===== config.mk =====
export PLATFORM = sky130hd
export DESIGN_NAME = pipeline_skid_stage
export DESIGN_NICKNAME = d
export VERILOG_FILES = /design/src/rtl/pipeline_skid_stage_pkg.sv /design/src/rtl/pipeline_skid_stage.sv
export SDC_FILE = /design/constraint.sdc
export NUM_CORES = 1
export LEC_CHECK = 0
export ABC_AREA = 1
export BUFFER_PORTS_ARGS = -buffer_cell sky130_fd_sc_hd__buf_2
export CORE_ASPECT_RATIO = 0.6
export CORE_MARGIN = 2
export CORE_UTILIZATION = 52
export DETAILED_ROUTE_END_ITERATION = 7
export PLACE_DENSITY = 0.77
export SKIP_LAST_GASP = 1
export SLEW_MARGIN = 10
export SYNTH_ARGS = -nofsm -noshare
export SYNTH_HDL_FRONTEND = slang
export SYNTH_SLANG_ARGS = --single-unit

===== constraint.sdc =====
create_clock -name clk -period 3.7 [get_ports clk]
set_input_delay 0.74 -clock clk [delete_from_list [all_inputs] [get_ports clk]]
set_output_delay 0.74 -clock clk [all_outputs]
set_load 0.01 [all_outputs]

===== src/rtl/pipeline_skid_stage_pkg.sv =====
// Shared processor constants and helpers for pipeline boundary stages.
package pipeline_skid_stage_pkg;

  localparam int unsigned XLEN  = 32;
  localparam int unsigned OCC_W = 2;

  // Canonical RISC-V NOP (addi x0,x0,0), also used by control and immediate extend.
  localparam logic [XLEN-1:0] NOP_INSN = 32'h0000_0013;

  function automatic logic [OCC_W-1:0] occ_count(input logic main_v, input logic skid_v);
    return OCC_W'(main_v) + OCC_W'(skid_v);
  endfunction

endpackage


===== src/rtl/pipeline_skid_stage.sv =====
// Two-entry skid buffer used as a pipeline register between core stages.
// in_ready depends only on registered state, which breaks the ready path between stages.
module pipeline_skid_stage
  import pipeline_skid_stage_pkg::*;
#(
  parameter int unsigned           DATA_WIDTH   = 32,
  parameter logic [DATA_WIDTH-1:0] BUBBLE_VALUE = DATA_WIDTH'(NOP_INSN)
) (
  input  logic                  clk,
  input  logic                  rst,
  input  logic                  flush,
  input  logic                  in_valid,
  output logic                  in_ready,
  input  logic [DATA_WIDTH-1:0] in_data,
  output logic                  out_valid,
  input  logic                  out_ready,
  output logic [DATA_WIDTH-1:0] out_data,
  output logic [OCC_W-1:0]      occupancy
);

  logic                  main_valid_q, main_valid_d;
  logic                  skid_valid_q, skid_valid_d;
  logic [DATA_WIDTH-1:0] main_data_q, main_data_d;
  logic [DATA_WIDTH-1:0] skid_data_q, skid_data_d;
  logic                  in_fire;
  logic                  out_fire;

  // Next-state: the skid entry only ever fills behind a valid main entry.
  always_comb begin
    main_valid_d = main_valid_q;
    skid_valid_d = skid_valid_q;
    main_data_d  = main_data_q;
    skid_data_d  = skid_data_q;
    in_fire      = in_valid && !skid_valid_q;
    out_fire     = main_valid_q && out_ready;

    if (out_fire) begin
      if (skid_valid_q) begin
        main_data_d  = skid_data_q;
        skid_valid_d = 1'b0;
      end else if (in_fire) begin
        main_data_d  = in_data;
      end else begin
        main_valid_d = 1'b0;
      end
    end else if (in_fire) begin
      if (main_valid_q) begin
        skid_data_d  = in_data;
        skid_valid_d = 1'b1;
      end else begin
        main_data_d  = in_data;
        main_valid_d = 1'b1;
      end
    end

    if (flush) begin
      main_valid_d = 1'b0;
      skid_valid_d = 1'b0;
    end
  end

  always_ff @(posedge clk or negedge rst) begin
    if (!rst) begin
      main_valid_q <= 1'b0;
      skid_valid_q <= 1'b0;
    end else begin
      main_valid_q <= main_valid_d;
      skid_valid_q <= skid_valid_d;
    end
  end

  // Payload registers carry no reset; the valid bits qualify them.
  always_ff @(posedge clk) begin
    main_data_q <= main_data_d;
    skid_data_q <= skid_data_d;
  end

  assign in_ready  = !skid_valid_q;
  assign out_valid = main_valid_q;
  assign out_data  = main_valid_q ? main_data_q : BUBBLE_VALUE;
  assign occupancy = occ_count(main_valid_q, skid_valid_q);

endmodule


# == After elaboration in Yosys (flattened, before gate mapping) ==
# Cells that the tools add are included.
# word_totals
wordCells,35
register_bits,66
output_inout_bits,36
# classes
muxes,15
bitwise_logic,1
n_addsub,1
n_reduce_logical,11
n_eq_ne,3
# op_table
operator,n
$mux 32,6
$mux 1,9
$reduce_and 3->1,3
$ne 3x3->1 const B,2
$reduce_bool 3->1,2
$reduce_bool 2->1,2
$add 1x1->2,1
$logic_and 1x1->1,2
$ne 2x1->1 const B,1
$reduce_and 2->1,1
$logic_not 1->1,1
$not 1->1,1

# == Longest topological paths before layout ==
# Gate-level depths: netlist (run 1).
# depth
word_depth,6
depth_mapped,6
depth_no_buf,5

# == Least setup slack after synthesis (run 1) ==
# Ideal clock, no wire load.
# synth_timing
kind,input-to-reg
from,input out_ready
to,register main_data_q[0] (enable)
arrival_ns,2.457
path_buffers,0
required_ns,3.268
setup_slack_ns,0.811
path_stages,4
setup_ns,0.432
cell_sequence,inv_1 > nand2_1 > inv_1 > a21oi_1
# synth_via
elab_chain_len,3
# synth_rtl
item,line_no,text
start: declaration,pipeline_skid_stage.sv:16,"input logic out_ready,"
$logic_and 1x1->1 *,pipeline_skid_stage.sv:35,out_fire = main_valid_q && out_ready;
$ne 2x1->1 (no source line) or $reduce_bool 2->1 (tied branches),--,
$reduce_and 3->1 (no source line) *,--,
end signal: assignment,pipeline_skid_stage.sv:74,main_data_q <= main_data_d;
end: declaration,pipeline_skid_stage.sv:23,"logic [DATA_WIDTH-1:0] main_data_q, main_data_d;"
# Every way passes the cells marked *; elsewhere a longest branch is shown, timed or not.
# A chain may end at the register's enable or synchronous reset.

# == Worst setup path in the final report (run 1) ==
# layout_timing
from,"register main_valid_q, in the netlist out_valid"
to,output out_data[0]
# layout_via
elab_chain_len,1
# layout_rtl
item,line_no,text
start: declaration,pipeline_skid_stage.sv:21,"logic main_valid_q, main_valid_d;"
start signal: assignment,pipeline_skid_stage.sv:67,main_valid_q <= main_valid_d;
$mux 32,pipeline_skid_stage.sv:80,assign out_data = main_valid_q ? main_data_q : BUBBLE_VALUE;
end: declaration,pipeline_skid_stage.sv:17,"output logic [DATA_WIDTH-1:0] out_data,"
# No other way between the ends.

==> results of run 1 <==
## where the power goes
part	internal, mW	switching (mW)	total, mW
clock network	0.377	0.275	0.652
registers	0.862	0.0125	0.874
logic	0.0466	0.0837	0.130
total	1.29	0.371	1.66
## layout make-up
class | instances | area [sq um] | share of cell area, %
flip-flops and latches | 66 | 1970 | 57.3
multi-input cells | 143 | 664 | 19.3
repair buffers | 74 | 375 | 10.9
inverters | 35 | 131 | 3.82
clock buffers | 9 | 124 | 3.60
clock inverters | 7 | 93.8 | 2.73
well taps | 66 | 82.6 | 2.40
## cells in the mapped netlist, drive strengths merged
library cell / count / area share [%]
a21oi: 2 / 0.35
nand3: 3 / 0.53
dfrtp: 2 / 1.8
clkbuf: 5 / 0.88
or2: 3 / 0.66
ha: 1 / 0.44
nand2: 101 / 14
edfxtp: 64 / 68
buf: 8 / 2.5
inv: 35 / 4.6
nor2: 3 / 0.97
o21ai: 30 / 5.3
## worst min-delay path by stage
| stage | startpoint | to | slack, ns | cells after the start |
|---|---|---|---|---|
| floorplan | rst | out_valid | 0.44 | 0 |
| global placement | skid_data_q[6] | main_data_q[6] | 0.50 | 2 |
| detailed placement | skid_data_q[2] | main_data_q[2] | 0.51 | 2 |
| CTS | rst | skid_valid_q | 0.15 | 1 |
| global route | rst | skid_valid_q | 0.15 | 1 |
| finish | rst | out_valid | 0.16 | 1 |
## worst max-delay path: cells and delay by family, from the launching register on
family / cells / cell delay [ns]
flip-flops: 1 / 0.67
buffers and inverters: 3 / 0.57
AND/OR/NAND/NOR: 1 / 0.28
## per-layer routing
layer | share of wire, % | vias to the layer above
li1 | - | 975
met1 | 48 | 888
met2 | 44 | 68
met3 | 7.0 | 13
met4 | 2.0 | 0
met5 | 0 | -
## cell families (layout without fill, tap and decap cells)
logic type      Yosys count  in the layout  synth area share (%)
buf+inv                  48            125                  7.96
flops                    66             66                  69.3
compound gates           32             32                  5.63
fa+ha+maj                 1              1                 0.440
simple gates            110            110                  16.6
## state kept, by name (all words and copies together), names as in the netlist
| signal | cells |
|---|---|
| skid_valid_q | 1 |
| out_valid | 1 |
| skid_data_q | 32 |
| main_data_q | 32 |
## through the flow
stage               cell area, sq um  std cells  worst slack [ns]  hold WS, ns
floorplan                       2840        257             0.811        0.444
global placement                3230        384              1.43        0.499
detailed placement              3230        384              1.34        0.506
CTS                             3440        400              1.05        0.150
global route                    3440        400             0.942        0.154
finish                          3440        400              1.07        0.162
==> results.md, run 1 <==
- The run finished with clean final reports.
- For the worst setup path, the data required time is 2.96 ns.
- The start of the worst register-to-register path is skid_valid_q.
- Input and output buffers added on the ports amount to between 70 and 80.
- Global routing consumed, on the met1 layer, 24.9% of the routing resources.
- The total congestion overflow after global routing is 0.
- The gate count of the mapped netlist is 257.
- For this design the top-level I/O count stands at between 70 and 80.
- The path depth of the worst reg2reg path is 4.
- Setup violations remaining at the end of the flow were counted as 0.
- The most frequent standard cell in the layout excluding fill and tap cells is nand2_1.
- The utilization after layout is roughly two thirds.
- The number of antenna violations at the first check in global routing is 0.
- The nature of the critical path startpoint is a flop.
- Counting I/O delays and the setup requirement, the final critical path takes around 2.6 ns.
- The element type at the critical path end is a primary output.
- For met3 alone, demand over resource in global routing was under 10%.
- The violation count after the first detailed-routing iteration is ~110.
- Traced cell by cell, the critical path runs through buf_4 -> inv_1 -> or2_2 -> buf_2.
- VDD sags by at most around 0.00031 V.
- The end point of the critical path is out_data[0].
- In this run the most used layer during global routing was met2.
- The number of global-route vias before repair is 1703.
- The vertical extent of the die is around 61 um.
- At the end of routability-driven placement, the weighted congestion stood at approximately 0.77.
- The tightest min-delay check is of the input port to async pin type.
- The number of fillers in the final layout is roughly 380.
- In this run the worst setup path begins at out_valid.
- For the final routed database, the setup TNS stands at 0 ns.
- At the worst endpoint, the arrival time is 1.89 ns.
- The number of buffers created by CTS is 9.
- Measured against its own limit, the worst slew margin works out to 31.2%.
- Synthesis instantiated 19 different standard cells from the library.
- The slack of the worst reg-to-reg path is about 1.4 ns.
- The number of placement rows is 20.
- The worst flop-to-flop path endpoint is main_data_q[10].
- Entering global routing, the biggest net connects 35 pins.
- Dividing the final minimum period by the clock period gives 71.0%.
- The mapped netlist covers roughly 2800 sq um.
- The design draws 1.66 mW.
- Setup repair after global routing left no endpoint under its margin.
- The delay of the slowest cell on the worst path is ~0.67 ns.
- The maximum net fanout on the critical path is 21.
- The measured slew at the worst slew-check pin is slightly above 1 ns.
- The critical path is of the flop to primary output type.
- The net count of the finished layout is about 370.
- For this block, the via count after detailed routing is 1944.
- The cell at the root of the clock tree is clkbuf_8.
- The floorplan die area is ~6000 sq um.
- Derived from the worst setup path, the maximum achievable clock frequency is around 0.38 GHz.
- The post-detailed-route DRC marker count is 0.
- On the final layout, the worst clock skew is between 0.003 and 0.004 ns.
- Across the run, the number of max-cap violations was 0.
- In this run, synthesis produced a sequential element count of 66.
- Dividing the detail-routed wire length by the instance count gives between 10 and 15 um.
- The detail route stage leaves a number of antenna-violating nets equal to 0.
- The HPWL after detailed placement is 3420 um.
- Yosys printed 0 warnings.
- Summed over all layers, the routed wires come to between 5000 and 6000 um.
- 0 antenna diodes ended up in the layout.
- The total iterations of the first detailed-routing run is 4.
- The via density per instance is just under 5.
- The max-slew violation total from the final report was 0.
- TritonCTS built the clock tree.
- The quantity of gates resized following cts is 0.
- The part of the Yosys area used for sequential elements is between 60 and 70%.
- The highest-delay cell along the critical path is dfrtp_1.
- In the layout the commonest cells are nand2_1 (90), buf_2 (72), edfxtp_1 (64).
- For this design, the CTS-stage hold fixing added 0 buffers.
- The post-CTS repair timing setup buffer count is 0.
- Of the cells placed in the final design, the portion with a size suffix greater than 1 is roughly a third.
- The mean area per synthesized cell is approximately 11 sq um.
- The initial core utilization is between 50% and 60%.
- The net count of the mapped netlist is 295.
- The first-pass GRT wire length is 8110 um.
- The placeable core area is between 5000 and 6000 sq um.
- Global routing used between 20% and 30% of the available met2 tracks.
- The CTS clock-pin slew for the worst setup and hold paths is 0.07 ns.
- CTS saw 66 sinks.
- Dividing total power by cell area gives a power density of 481 nW/um^2.
- The width of the chip is between 90 and 100 um.
- The clock tree synthesis step divided the H-tree into 3 levels.
- The leakage power is 1.65 nW.
- The layout overhead on the synthesized area is 21.1%.
- The number of endpoints with negative hold slack in the final report is 0.
- The overall fraction of global-route tracks in use is about a fifth.
- Counting along the longest clock path gives a buffer depth of 2.
- The clock latency of the later-clocked register in the worst-skew pair is 0.35 ns.
(Power assumes the default switching activity.)
==> run 2: changes to the inputs <==
--- a/config.mk
+++ b/config.mk
@@ -9,9 +9,9 @@
 export BUFFER_PORTS_ARGS = -buffer_cell sky130_fd_sc_hd__buf_2
 export CORE_ASPECT_RATIO = 0.6
 export CORE_MARGIN = 2
-export CORE_UTILIZATION = 52
+export CORE_UTILIZATION = 47
 export DETAILED_ROUTE_END_ITERATION = 7
-export PLACE_DENSITY = 0.77
+export PLACE_DENSITY = 0.73
 export SKIP_LAST_GASP = 1
 export SLEW_MARGIN = 10
 export SYNTH_ARGS = -nofsm -noshare
==> constraint.sdc (replaced) <==
create_clock -name clk -period 2.15 [get_ports clk]
set_input_delay 0.43 -clock clk [delete_from_list [all_inputs] [get_ports clk]]
set_output_delay 0.43 -clock clk [all_outputs]
set_load 0.01 [all_outputs]
==> run 2 against run 1 <==
  * Critical path depth down 1
  * Combinational power up 85%
  * Highest routed layer unchanged
  * Worst hold slack better by 0.12 ns
  * Total power up 62%
  * First-iteration DRC count down 17%
==> results.md, run 2 (synthesis results as in run 1) <==
- The later pin in the worst-skew pair is clocked with a latency of roughly 0.34 ns.
- The HPWL after detailed placement is around 3700 um.
- OpenSTA, run right after detailed placement, puts the worst setup slack at 0.481 ns.
- The number of setup violations in the final report is 0.
- The detail route stage leaves a number of antenna-violating nets equal to 0.
- Pin placement for this block handled between 70 and 80 I/O pins.
- Buffers placed on the I/O ports in this run total roughly 70.
- The number of endpoints with negative hold slack in the final report is 0.
- The largest registers in the layout are main_data_q (32), skid_data_q (32).
- After floorplanning, the core was divided into 21 placement rows.
- Power spread over the standard cell area amounts to 775 nW/um^2.
- STA classifies the critical path endpoint as a primary output.
- Among all stages on the critical path, the largest delay is contributed by dfrtp_1.
- Between clock sinks in the finished design, the worst skew comes to 0.00760 ns.
- Overall power consumption after layout is estimated at around 2.7 mW.
- Data arrives at the worst endpoint at ~1.5 ns.
- After clock tree synthesis, the clock-pin slew on the worst setup and hold paths is 0.06 ns.
- The layout overhead on the synthesized area is 21.7%.
- The total overflow left after global routing is 0.
- The final hold slack is ~0.28 ns.
- After detailed routing, the average wire length per cell comes to 13.3 um.
- The final period utilization is 89.2%.
- The detailed router finished its first iteration with a little under 90 violations.
- The fraction of final layout cells with drive strength greater than 1 is 32.2%.
- The number of fillers in the final layout is between 500 and 600.
- The class of the tightest hold or removal check is input port to flop.
- Dividing the detail-routed via count by the number of cells gives roughly 4.7.
- The instance area at placement is 3280 sq um.
- In the layout the commonest cells are nand2_1 (90), buf_2 (72), edfxtp_1 (64).
- CTS built an H-tree with a depth of 3.
- The number of global-route vias before repair is between 1500 and 2000.
- The worst-case clock buffer depth is 2.
- The floorplan die area is approximately 6700 sq um.
- The post-layout net count is between 300 and 400.
- The number of antenna violations at the first check in global routing is 0.
- In this run the worst path has a maximum fanout of 11.
- Setup repair after global routing left no endpoint under its margin.
- 0 antenna diodes ended up in the layout.
- The run finished with clean final reports.
- The initial core utilization is between 40% and 50%.
- The required time of the worst setup path is roughly 1.7 ns.
- The cell at the root of the clock tree is clkbuf_8.
- The via count of the routed design is around 2000.
- Adding up every negative setup slack in the final design gives 0 ns.
- The placeable core area is ~5700 sq um.
- The max-slew violation total from the final report is 0.
- The first detailed-routing pass took 4 iterations.
- The worst path meets setup with ~0.23 ns of slack.
- The timing-limited maximum frequency is about 0.52 GHz.
- The measured slew at the worst slew-check pin is around 0.52 ns.
- The first-pass GRT wire length is 8820 um.
- STA classifies the critical path startpoint as a flop.
- The routability congestion estimate from global placement is 0.727.
- The overall fraction of global-route tracks in use is roughly 18%.
- The signal on the critical path passes through inv_1 -> or2_2 -> buf_2.
- The startpoint-to-endpoint class of the critical path is flop to primary output.
- VDD sags by at most between 0.0004 and 0.0005 V.
- The floorplan step set the die height to 64.3 um.
- The largest net degree at the start of global routing is 34.
- The width of the chip is 104 um.
- The tool flagged a number of max-cap violations equal to 0.
- The total detailed-routing wirelength is around 5600 um.
- The clock net sink count is 66.
- The most frequent standard cell in the layout excluding fill and tap cells is nand2_1.
- For this run, the slowest stage of the critical path takes between 0.5 and 0.6 ns.
- In the routed design, unresolved DRC markers number 0.
- Buffers inserted during clock tree synthesis total 9.
- The TritonCTS clock tree is yes.
- With fillers left out, the area of the finished cells amounts to approximately 3500 sq um.
- Measured against its own limit, the worst slew margin works out to roughly two thirds.
- The shortest period the worst path allows is between 1.5 and 2 ns.
- For this design the static power due to leakage is 1.66 nW.
-- run 2: changes by cell type in the layout (fill, tap and decap cells not counted), sizes merged --
cell         before  now
bufinv            2    1
clkinv            3    4
clkinvlp          2    0
dlygate4sd3       0    1
buf              74   79
-- run 2: per-layer routing --
| metal | GRT usage (%) | part of all wire, % | vias to the layer above |
|---|---|---|---|
| li1 | - | - | 984 |
| met1 | 22.9 | 48 | 907 |
| met2 | 27.3 | 44 | 66 |
| met3 | 7.86 | 7.6 | 5 |
| met4 | 6.08 | 0.81 | 0 |
| met5 | 0 | 0 | - |
-- run 2: cell type report --
cell class                 instances  area, sq um  share of cell area (%)
clock inverter                     5         47.5                    1.37
inverter                          35          131                    3.79
tap                               80          100                    2.89
timing repair buffer              80          423                    12.2
clock buffer                       9          124                    3.58
sequential                        66         1970                    57.0
multi-input combinational        143          664                    19.2
-- run 2: final timing paths --
path	from	end	slack [ns]	cells past startpoint
max	out_valid	out_data[1]	0.23	3
min	flush	out_valid	0.28	2
max reg2reg	out_valid	main_data_q[5]	0.44	4
min reg2reg	skid_data_q[6]	main_data_q[6]	0.52	2
max in group asynchronous	rst	skid_valid_q	1.59	2
min in group asynchronous	rst	out_valid	0.45	2
-- run 2: power by group --
| group | total, mW | switching [mW] | internal (mW) |
|---|---|---|---|
| combinational | 0.240 | 0.151 | 0.0888 |
| sequential | 1.50 | 0.0184 | 1.48 |
| clock | 0.942 | 0.432 | 0.510 |
| total | 2.68 | 0.602 | 2.08 |
-- run 2: what timing repair did --
action | in CTS | in global routing
endpoints found under the hold margin | 2 | 0
setup buffers | 0 | 0
hold buffers | 1 | 0
gates resized for setup | 0 | 0
-- run 2: through the flow --
stage	utilization [%]	cells
floorplan	-	257
global placement	57.5	403
detailed placement	57.5	403
CTS	60.7	418
global route	60.7	418
finish	60.7	418
-- run 2: critical path: cells and delay by family, from the launching register on --
kind / cells / cell delay [ns]
flip-flops: 1 / 0.57
buffers and inverters: 2 / 0.28
AND/OR/NAND/NOR: 1 / 0.30
==> run 3: changes to the inputs <==
--- a/config.mk
+++ b/config.mk
@@ -9,9 +9,10 @@
 export BUFFER_PORTS_ARGS = -buffer_cell sky130_fd_sc_hd__buf_2
 export CORE_ASPECT_RATIO = 0.6
 export CORE_MARGIN = 2
-export CORE_UTILIZATION = 47
+export CORE_UTILIZATION = 49
+export CTS_BUF_LIST = sky130_fd_sc_hd__clkbuf_8
 export DETAILED_ROUTE_END_ITERATION = 7
-export PLACE_DENSITY = 0.73
+export PLACE_DENSITY = 0.76
 export SKIP_LAST_GASP = 1
 export SLEW_MARGIN = 10
 export SYNTH_ARGS = -nofsm -noshare
==> run 3 against run 2 <==
  * Clock skew about the same
  * Cell count is 0.48% higher
  * Largest cell class unchanged
  * Critical path depth up 1
  * Global-route usage up 0.81 points
  * Combinational power is essentially flat
  * Setup slack got worse by 0.011 ns
==> results.md, run 3 (synthesis results as in run 1) <==
- The run finished with clean final reports.
- The library cell used most frequently in the layout, excluding fill and tap cells, is nand2_1.
- Clock tree synthesis selected as its root buffer the cell clkbuf_8.
- The path with the worst hold slack has its endpoint at out_valid.
- The number of antenna violations at the first check in global routing is 0.
- The floorplan die area is between 6000 and 7000 sq um.
- The number of maximum-capacitance constraint violations is 0.
- In the final layout, the registers with the most flip-flops are main_data_q (32), skid_data_q (32).
- The clock net sink count is between 60 and 70.
- The total congestion overflow after global routing is 0.
- The relative max-transition margin is 66.1%.
- The number of endpoints with negative hold slack in the final report is 0.
- For this block, the routed nets add up to roughly 5400 um of wire.
- The initial utilization of the core area, before any placement, comes to between 50% and 60%.
- In this run the critical register-to-register path is launched from skid_valid_q.
- The shortest period the worst path allows is between 1.5 and 2 ns.
- The number of buffers created by CTS is 9.
- The nature of the critical path startpoint is a flop.
- Cells with a size suffix above 1 make up 32.6% of the layout.
- The peak supply drop is 0.000466 V.
- The required time of the worst setup path is about 1.7 ns.
- The max-slew violation total from the final report was 0.
- The number of H-tree levels is 3.
- The path depth of the worst reg2reg path is 4.
- Global routing consumed, over all layers together, between 10% and 20% of the routing resources.
- Timing would allow up to slightly above 0.5 GHz.
- Entering global routing, the biggest net connects 34 pins.
- Setup repair after global routing left no endpoint under its margin.
- The number of setup violations in the final report is 0.
- The total power per unit cell area is ~800 nW/um^2.
- The startpoint of the most critical hold path is flush.
- The worst-case clock buffer depth is 2.
- The post-layout net count is about 370.
- The core region is roughly 5600 sq um.
- The floorplan step set the die width to 102 um.
- The critical path data arrival time is about 1.5 ns.
- Total power for the finished layout comes to roughly 2.8 mW.
- The violation count after the first detailed-routing iteration is 105.
- The later pin in the worst-skew pair is clocked with a latency of around 0.34 ns.
- Once layout is done, the placed cells without fillers occupy about 3500 sq um.
- For this run, design rule violations remaining after detail routing come to 0.
- The initialized floorplan defines 21 standard-cell rows.
- The number of global-route vias before repair is 1843.
- In the final routed layout, each cell accounts on average for around 13 um.
- STA classifies the critical path endpoint as a primary output.
- The congestion estimate from routability-driven global placement came to 0.748.
- The number of antenna diodes in the final layout is 0.
- The measured slew at the worst slew-check pin is 0.508 ns.
- In this run the cell area measured after placement is roughly 3300 sq um.
- Dividing the final minimum period by the clock period gives between 80 and 90%.
- During I/O placement, the number of pins put on the boundary was 73.
- The leakage power is between 1.5 and 2 nW.
- The vertical extent of the die is approximately 63 um.
- Clock-pin slew was measured on the worst setup and hold paths at roughly 0.07 ns.
- The critical path goes through buf_4 -> inv_1 -> or2_2 -> buf_2.
- The post-CTS repair timing setup buffer count is 0.
- The remaining number of nets flagged by the antenna check after routing is 0.
- The first-pass GRT wire length is just under 9000 um.
- The layout overhead on the synthesized area is 23.1%.
- The class of the tightest hold or removal check is input port to flop.
- The count of buffers added on input and output ports is between 70 and 80.
- The worst hold path was traced through 2 stages.
- The critical path in this run is classified as flop to primary output.
- In this run the worst path has a maximum fanout of 8.
- The slowest stage of the critical path is the dfrtp_1 cell.
- Across all register-to-register paths, the minimum setup slack is around 0.60 ns.
- The TritonCTS clock tree is yes.
- On the final layout, the worst clock skew is ~0.0071 ns.
- In the layout the commonest cells are nand2_1 (90), buf_2 (72), edfxtp_1 (64).
- Summing over every cut layer, the via total after detailed routing is a little under 2000.
- For the final routed database, the setup TNS stands at 0 ns.
- The largest single stage delay on the critical path is between 0.4 and 0.5 ns.
- In this run the critical register-to-register path is captured at skid_data_q[13].
- Dividing the detail-routed via count by the number of cells gives between 4 and 5.
- After legalization and detailed placement, the total HPWL measured around 3700 um.
- The first detailed-routing pass ran for 4 iterations.
## run 3: worst max-delay path by stage
stage,startpoint,endpoint,slack (ns),cells past startpoint
after floorplan,out_valid,main_data_q[0],0.07,3
after global placement,out_ready,skid_data_q[17],0.59,5
after detailed placement,out_ready,main_data_q[7],0.51,6
after CTS,out_valid,out_data[0],0.19,4
after global routing,out_valid,out_data[4],0.14,4
final,out_valid,out_data[0],0.22,4
## run 3: worst max-delay path: cells and delay by family (launching register included)
family        cells  cell delay, ns
flops             1            0.47
buf+inv           3            0.42
simple gates      1            0.26
## run 3: layer usage
metal  GRT usage, %  vias up  share of wire, %
li1               -      988                 -
met1           24.3      881                43
met2           27.9       96                45
met3           7.83        6                11
met4           7.50        0              0.94
met5              0        -                 0
## run 3: repair_timing
| action | in CTS | in global routing |
|---|---|---|
| hold buffers | 1 | 0 |
| endpoints found under the hold margin | 2 | 0 |
| gates resized for setup | 0 | 0 |
## run 3: where the power goes
group	switching, mW	leakage, nW	internal [mW]
registers	0.0185	0.626	1.48
clock network	0.446	0.108	0.640
logic	0.150	0.945	0.0891
## run 3: area by class of cell
| type | instances | area [sq um] |
|---|---|---|
| multi-input cells | 143 | 664 |
| repair buffers | 80 | 423 |
| clock buffers | 9 | 124 |
| well taps | 80 | 100 |
| fillers | 458 | 2100 |
| inverters | 35 | 131 |
| clock inverters | 7 | 85.1 |
| flip-flops and latches | 66 | 1970 |
## run 3: stage by stage
step           util, %  setup WS (ns)  hold WS [ns]  std cells
2_1_floorplan        -         0.0707         0.134        257
3_3_place_gp      58.6          0.591         0.229        403
3_5_place_dp      58.6          0.514         0.229        403
4_1_cts           62.5          0.195         0.242        420
5_1_grt           62.5          0.139         0.245        420
6_report          62.5          0.222         0.261        420
